--- src/rtl/io_defs.sv ---
// Shared widths and I/O address map for the cpu memory-bus bridge.
package io_defs;
  localparam int unsigned BYTE_W = 8;
  localparam int unsigned CPU_ADDR_W = 32;
  localparam int unsigned DEC_W = 18;
  localparam int unsigned CNT_W = 32;

  localparam logic [1:0] IO_SEL = 2'b11;
  localparam logic [DEC_W-1:0] IO_UART = 18'h30000;
  localparam logic [DEC_W-1:0] IO_CLK  = 18'h30004;
endpackage

--- src/rtl/sync_fifo.sv ---
// Byte-wide synchronous FIFO with full/empty flags; overflow pushes and
// underflow pops are ignored.
module sync_fifo
  import io_defs::*;
#(
  parameter int unsigned DEPTH_LOG = 4
) (
  input  logic              clk,
  input  logic              rst,
  input  logic              push,
  input  logic              pop,
  input  logic [BYTE_W-1:0] din,
  output logic [BYTE_W-1:0] dout,
  output logic              full,
  output logic              empty
);
  localparam int unsigned DEPTH = 1 << DEPTH_LOG;
  localparam int unsigned FILL_W = DEPTH_LOG + 1;

  logic [BYTE_W-1:0]    mem [DEPTH];
  logic [DEPTH_LOG-1:0] rd_ptr;
  logic [DEPTH_LOG-1:0] wr_ptr;
  logic [FILL_W-1:0]    fill;
  logic                 do_push;
  logic                 do_pop;

  assign full    = (fill == FILL_W'(DEPTH));
  assign empty   = (fill == '0);
  assign dout    = mem[rd_ptr];
  assign do_push = push & ~full;
  assign do_pop  = pop & ~empty;

  // Storage needs no reset; only pointers and fill level define contents.
  always_ff @(posedge clk) begin
    if (do_push) mem[wr_ptr] <= din;
  end

  always_ff @(posedge clk) begin
    if (rst) begin
      rd_ptr <= '0;
      wr_ptr <= '0;
      fill   <= '0;
    end else begin
      if (do_push) wr_ptr <= wr_ptr + DEPTH_LOG'(1);
      if (do_pop)  rd_ptr <= rd_ptr + DEPTH_LOG'(1);
      case ({do_push, do_pop})
        2'b10:   fill <= fill + FILL_W'(1);
        2'b01:   fill <= fill - FILL_W'(1);
        default: fill <= fill;
      endcase
    end
  end
endmodule

--- src/rtl/io_bridge.sv ---
// Steers cpu byte accesses to RAM or the I/O window, owns the UART FIFOs,
// cycle counter and program-stop latch, and generates the cpu ready signal.
module io_bridge
  import io_defs::*;
#(
  parameter int unsigned RAM_ADDR_W   = 17,
  parameter int unsigned RX_DEPTH_LOG = 4,
  parameter int unsigned TX_DEPTH_LOG = 4
) (
  input  logic                  clk_in,
  input  logic                  rst_in,
  input  logic [CPU_ADDR_W-1:0] cpu_a,
  input  logic                  cpu_wr,
  input  logic [BYTE_W-1:0]     cpu_dout,
  output logic [BYTE_W-1:0]     cpu_din,
  output logic                  cpu_rdy,
  output logic [RAM_ADDR_W-1:0] ram_a,
  output logic                  ram_wr,
  output logic [BYTE_W-1:0]     ram_dout,
  input  logic [BYTE_W-1:0]     ram_din,
  input  logic                  rx_valid,
  input  logic [BYTE_W-1:0]     rx_data,
  output logic                  rx_ready,
  output logic                  tx_valid,
  output logic [BYTE_W-1:0]     tx_data,
  input  logic                  tx_ready,
  output logic                  prog_stop
);
  logic [DEC_W-1:0]  dec_a;
  logic              io_sel;
  logic              is_uart;
  logic              is_clk;
  logic              is_snap_hi;
  logic              rd_uart;
  logic              tx_need;
  logic              fire;
  logic              unused_a_hi;

  logic              rx_full, rx_empty;
  logic [BYTE_W-1:0] rx_head;
  logic              tx_full, tx_empty;
  logic [BYTE_W-1:0] tx_push_data;

  logic [CNT_W-1:0]  cnt;
  logic [CNT_W-1:0]  snap;
  logic              halted;
  logic              src_q;
  logic [BYTE_W-1:0] io_byte_q;
  logic              fired_q;
  logic [BYTE_W-1:0] last_din_q;
  logic [BYTE_W-1:0] io_rd_byte;

  assign dec_a       = cpu_a[DEC_W-1:0];
  assign unused_a_hi = ^cpu_a[CPU_ADDR_W-1:DEC_W];
  assign io_sel      = (dec_a[DEC_W-1:DEC_W-2] == IO_SEL);
  assign is_uart     = (dec_a == IO_UART);
  assign is_clk      = (dec_a == IO_CLK);
  assign is_snap_hi  = (dec_a[DEC_W-1:2] == IO_CLK[DEC_W-1:2]) && (dec_a[1:0] != 2'b00);

  assign ram_a    = cpu_a[RAM_ADDR_W-1:0];
  assign ram_dout = cpu_dout;
  assign ram_wr   = cpu_wr & ~io_sel & cpu_rdy;

  // A zero byte to the UART port is dropped, so only nonzero data needs TX room.
  assign rd_uart = ~cpu_wr & is_uart;
  assign tx_need = cpu_wr & ((is_uart & (cpu_dout != '0)) | is_clk);
  assign cpu_rdy = ~rst_in & ~halted & ~(rd_uart & rx_empty) & ~(tx_need & tx_full);
  assign fire    = cpu_rdy;

  assign rx_ready     = ~rx_full & ~rst_in;
  assign tx_valid     = ~tx_empty;
  assign tx_push_data = is_clk ? '0 : cpu_dout;

  sync_fifo #(.DEPTH_LOG(RX_DEPTH_LOG)) u_rx_fifo (
    .clk   (clk_in),
    .rst   (rst_in),
    .push  (rx_valid & rx_ready),
    .pop   (fire & rd_uart),
    .din   (rx_data),
    .dout  (rx_head),
    .full  (rx_full),
    .empty (rx_empty)
  );

  sync_fifo #(.DEPTH_LOG(TX_DEPTH_LOG)) u_tx_fifo (
    .clk   (clk_in),
    .rst   (rst_in),
    .push  (fire & tx_need),
    .pop   (tx_valid & tx_ready),
    .din   (tx_push_data),
    .dout  (tx_data),
    .full  (tx_full),
    .empty (tx_empty)
  );

  // Byte returned by an I/O read; the 0x30004 read shows the live counter.
  always_comb begin
    io_rd_byte = '0;
    if (is_uart) begin
      io_rd_byte = rx_head;
    end else if (is_clk) begin
      io_rd_byte = cnt[7:0];
    end else if (is_snap_hi) begin
      case (dec_a[1:0])
        2'b01:   io_rd_byte = snap[15:8];
        2'b10:   io_rd_byte = snap[23:16];
        default: io_rd_byte = snap[31:24];
      endcase
    end
  end

  // While frozen the cpu sees the last returned byte, not a fresh RAM read.
  assign cpu_din = fired_q ? (src_q ? io_byte_q : ram_din) : last_din_q;

  always_ff @(posedge clk_in) begin
    if (rst_in) begin
      cnt        <= '0;
      snap       <= '0;
      halted     <= 1'b0;
      prog_stop  <= 1'b0;
      src_q      <= 1'b0;
      io_byte_q  <= '0;
      fired_q    <= 1'b0;
      last_din_q <= '0;
    end else begin
      cnt        <= cnt + CNT_W'(1);
      prog_stop  <= 1'b0;
      fired_q    <= fire;
      last_din_q <= cpu_din;
      if (fire) begin
        src_q     <= io_sel;
        io_byte_q <= cpu_wr ? '0 : io_rd_byte;
        if (~cpu_wr & is_clk) snap <= cnt;
        if (cpu_wr & is_clk) begin
          halted    <= 1'b1;
          prog_stop <= 1'b1;
        end
      end
    end
  end
endmodule

--- config.mk ---
export PLATFORM = sky130hd
export DESIGN_NAME = io_bridge
export DESIGN_NICKNAME = d
export VERILOG_FILES = /design/src/rtl/io_defs.sv /design/src/rtl/sync_fifo.sv /design/src/rtl/io_bridge.sv
export SDC_FILE = /design/constraint.sdc
export NUM_CORES = 1
export LEC_CHECK = 0
export BUFFER_PORTS_ARGS = -buffer_cell sky130_fd_sc_hd__buf_2
export CAP_MARGIN = 20
export CORE_ASPECT_RATIO = 1.25
export CORE_MARGIN = 2
export CORE_UTILIZATION = 43
export DETAILED_ROUTE_END_ITERATION = 10
export MAX_ROUTING_LAYER = met4
export PLACE_DENSITY = 0.61
export SYNTH_ARGS = -nofsm -noshare
export SYNTH_HDL_FRONTEND = slang
export SYNTH_HIERARCHICAL = 1
export SYNTH_SLANG_ARGS = --single-unit
--- constraint.sdc ---
create_clock -name clk_in -period 4.96 [get_ports clk_in]
set_clock_uncertainty 0.1 [all_clocks]
set_input_delay 1.488 -clock clk_in [delete_from_list [all_inputs] [get_ports clk_in]]
set_output_delay 1.488 -clock clk_in [all_outputs]
set_load 0.03 [all_outputs]
==> summary.md <==
| Metric | Value |
|---|---|
| Status | `finished clean` |
| Tmin final | `4.568 ns` |
| Yosys warnings | `6` |
| PortBufs | `92` |
| Post-cts resize count | `0` |
| Diodes inserted | `0` |
| Clk sinks | `366` |
| Die width | `174.4 microns` |
| Min-Delay Path Class | `flip-flop to flip-flop` |
| Arrival time worst endpoint | `2.98 ns` |
| Slew HR | `27.70%` |
| Core box area | `36010 sq um` |
| Routed len/inst | `19.27 microns` |
| Overall Power | `0.006299 W` |
| Worst-margin pin slew | `1.076 ns` |
| Starting density of the core | `43.31%` |
| Async SR Flop Fraction | `0%` |
| Number of global-route vias before repair | `9046` |
| Pre-Repair DR Iteration Count | `5` |
| Post-synth cell types | `75` |
| PwrDens | `354.2 nW/um^2` |
| Ys flop type | `edfxtp_1` |
| Number of synthesized register bits | `366` |
| # setup viols final | `0` |
| Dpl cell area | `16530 sq um` |
| DP Cell Count | `1625` |
| FMAX | `218.9 MHz` |
| Non-filler cells, final | `1692` |
| Post-synth EDFFs | `256` |
| H-tree Lvls | `2` |
| Die Footprint | `37820 sq um` |
| Maximum VDD drop | `0.0002819 V` |
| CP max FO | `4` |
| Final global-route overflow total | `0` |
| Nets@finish | `1265` |
| DRC | `0` |
| CTS tree | `built` |
| Final Wtd Congestion | `0.7827` |
| Post-CTS Setup Inserts | `0` |
| Fin. Hold Viols | `0` |
| R2R cell count | `15` |
| Area growth, synth to finish | `14.01%` |
| Initial DRC count | `562` |
| Largest net degree at the start of global routing | `78` |
| Setup Slack @ Placement | `0.2280 ns` |
| Total number of vias | `9113` |
| Number of fill cells | `3085` |
| Worst-path clk slew | `0.06 ns` |
| Final Cell Area | `17780 sq um` |
| Wire length of the first global-routing pass | `51.02 mm` |
| Setup TNS | `0 ns` |
| Setup WS post-layout | `0.3921 ns` |
| Pins Over Slew Limit | `0` |
| Kind of critical path | `primary input to output port` |
| Net Count, Synth | `1174` |
| Hold-fix buffer count after cts | `0` |
| Max-cap violation count | `0` |
| Cell Rows | `78` |
| Vias per cell | `5.386` |
| RSZ-0062 raised after global routing | `no` |
| Worst Setup End Kind | `output port` |
| Hold Path Stages | `1` |
| Overall routed net length | `32.60 mm` |
| Layout cell share with drive strength beyond 1 | `23.93%` |
| Period utilization | `92.10%` |
| Mapped Cells | `1093` |
| Die Y | `216.9 microns` |
| Critical Path RT | `3.37 ns` |
| Synthesized area per cell | `14.27 sq um` |
| Root Buffer Master | `clkbuf_16` |
| Initial antenna violation count | `0` |
| Insertion delay to the later sink of the worst-skew pair | `0.55 ns` |
| Sequential element share of the synthesized area | `63.40%` |
| Mapped cell area | `15600 sq um` |
| Clock Tree Buf Depth | `3` |
| P_leak | `6.178 nW` |
| CTS Buf Count | `37` |
| Global-route usage over all layers | `17.95%` |
| Crit start category | `primary input` |
| # IOs | `107` |
| Post-DP HPWL | `21.97 mm` |
| Final ANT Viol Nets | `0` |
power by group:
group / total [W] / switching [W] / internal (W)
Sequential: 0.00329 / 0.0000122 / 0.00328
Combinational: 0.000226 / 0.000158 / 0.0000676
Clock: 0.00278 / 0.00118 / 0.00161
sequential cells by signal, indices dropped and copies added (netlist names), 5 cells and up, named ones only:
name	count
u_tx_fifo/fill	5
u_tx_fifo/mem	128
cnt	32
u_rx_fifo/fill	5
snap	24
u_rx_fifo/mem	128
last_din_q	8
io_byte_q	8
worst paths after layout:
check / slack [ns] / start / end
setup / recovery: 0.39 / cpu_a[3] / ram_wr
hold reg to reg: 0.38 / cnt[0] / cnt[0]
hold / removal: 0.38 / cnt[0] / cnt[0]
setup reg to reg: 1.31 / u_tx_fifo/fill[1] / u_tx_fifo/fill[4]
cells in the mapped netlist, drive strengths merged (3+ instances only):
cell,n,area share (%)
o21ai,18,0.72
and3,6,0.24
a21oi,14,0.45
ha,20,1.6
nor2,127,3.1
dfxtp,110,14
mux4,64,9.2
and4,7,0.39
nor4,12,0.58
o21a,7,0.44
nor2b,26,1.0
nand3,19,0.72
nand3b,3,0.14
o211ai,7,0.61
o22ai,8,0.32
edfxtp,256,49
inv,20,0.48
a22oi,40,1.9
or4,8,0.43
or3,6,0.27
xor2,27,1.5
o221ai,3,0.17
nand4,9,0.40
nand2b,8,0.32
mux2i,47,3.0
clkbuf,39,0.95
buf,47,2.1
a21o,3,0.15
mux2,9,0.67
nand2,52,1.3
and2,14,0.57
nor3,20,0.64
xnor2,12,0.67
routing by layer:
metal  vias up  GRT usage [%]  routed length [microns]
met2       232          29.51                    15950
li1       4277              -                        -
met5         -              -                        0
met4         0          4.930                      629
met3        49          2.568                     1486
met1      4555          23.47                    14530
logic make-up (layout without fill, tap and decap cells):
group	Yosys count	count (layout)	synth area share [%]
fa+ha+maj	20	20	1.604
compound gates	114	114	5.583
simple gates	327	327	10.74
mux	120	120	12.93
xor+xnor	39	39	2.190
buf+inv	107	226	3.546
flops	366	366	63.40
area by class of cell:
cell class                 instances  area (sq um)  share of cell area, %
multi-input combinational        620          5155                  28.99
timing repair buffer             138         808.3                  4.545
sequential                       366          9892                  55.63
clock inverter                    15         165.2                 0.9287
clock buffer                      52          1084                  6.093
tap                              480         600.6                  3.377
inverter                          21         78.83                 0.4433
per-stage QoR:
stage                     utilization, %  hold WS, ns
after detailed placement           45.91       0.3730
after global routing               49.38       0.4115
after global placement             45.91       0.3607
after CTS                          49.38       0.3863
final                              49.38       0.3838
after floorplan                        -       0.3406
worst max-delay path, cell delays in order:
cell,delay [ns]
buf_2,0.15
nor4bb_1,0.31
buf_4,0.17
and4_1,0.19
nand2_1,0.08
o21ai_1,0.20
buf_4,0.18
nor2_1,0.05
buf_2,0.17
cells in the final DEF (no fill, tap or decap), drive strengths merged, types with 26 or more instances in the layout:
| cell type | Yosys | routed |
|---|---|---|
| clkbuf | 39 | 52 |
| nor2b | 26 | 26 |
| mux4 | 64 | 64 |
| nor2 | 127 | 127 |
| buf | 47 | 138 |
| edfxtp | 256 | 256 |
| xor2 | 27 | 27 |
| dfxtp | 110 | 110 |
| nand2 | 52 | 52 |
| a22oi | 40 | 40 |
| mux2i | 47 | 47 |
Power figures use the tool's default switching activity.
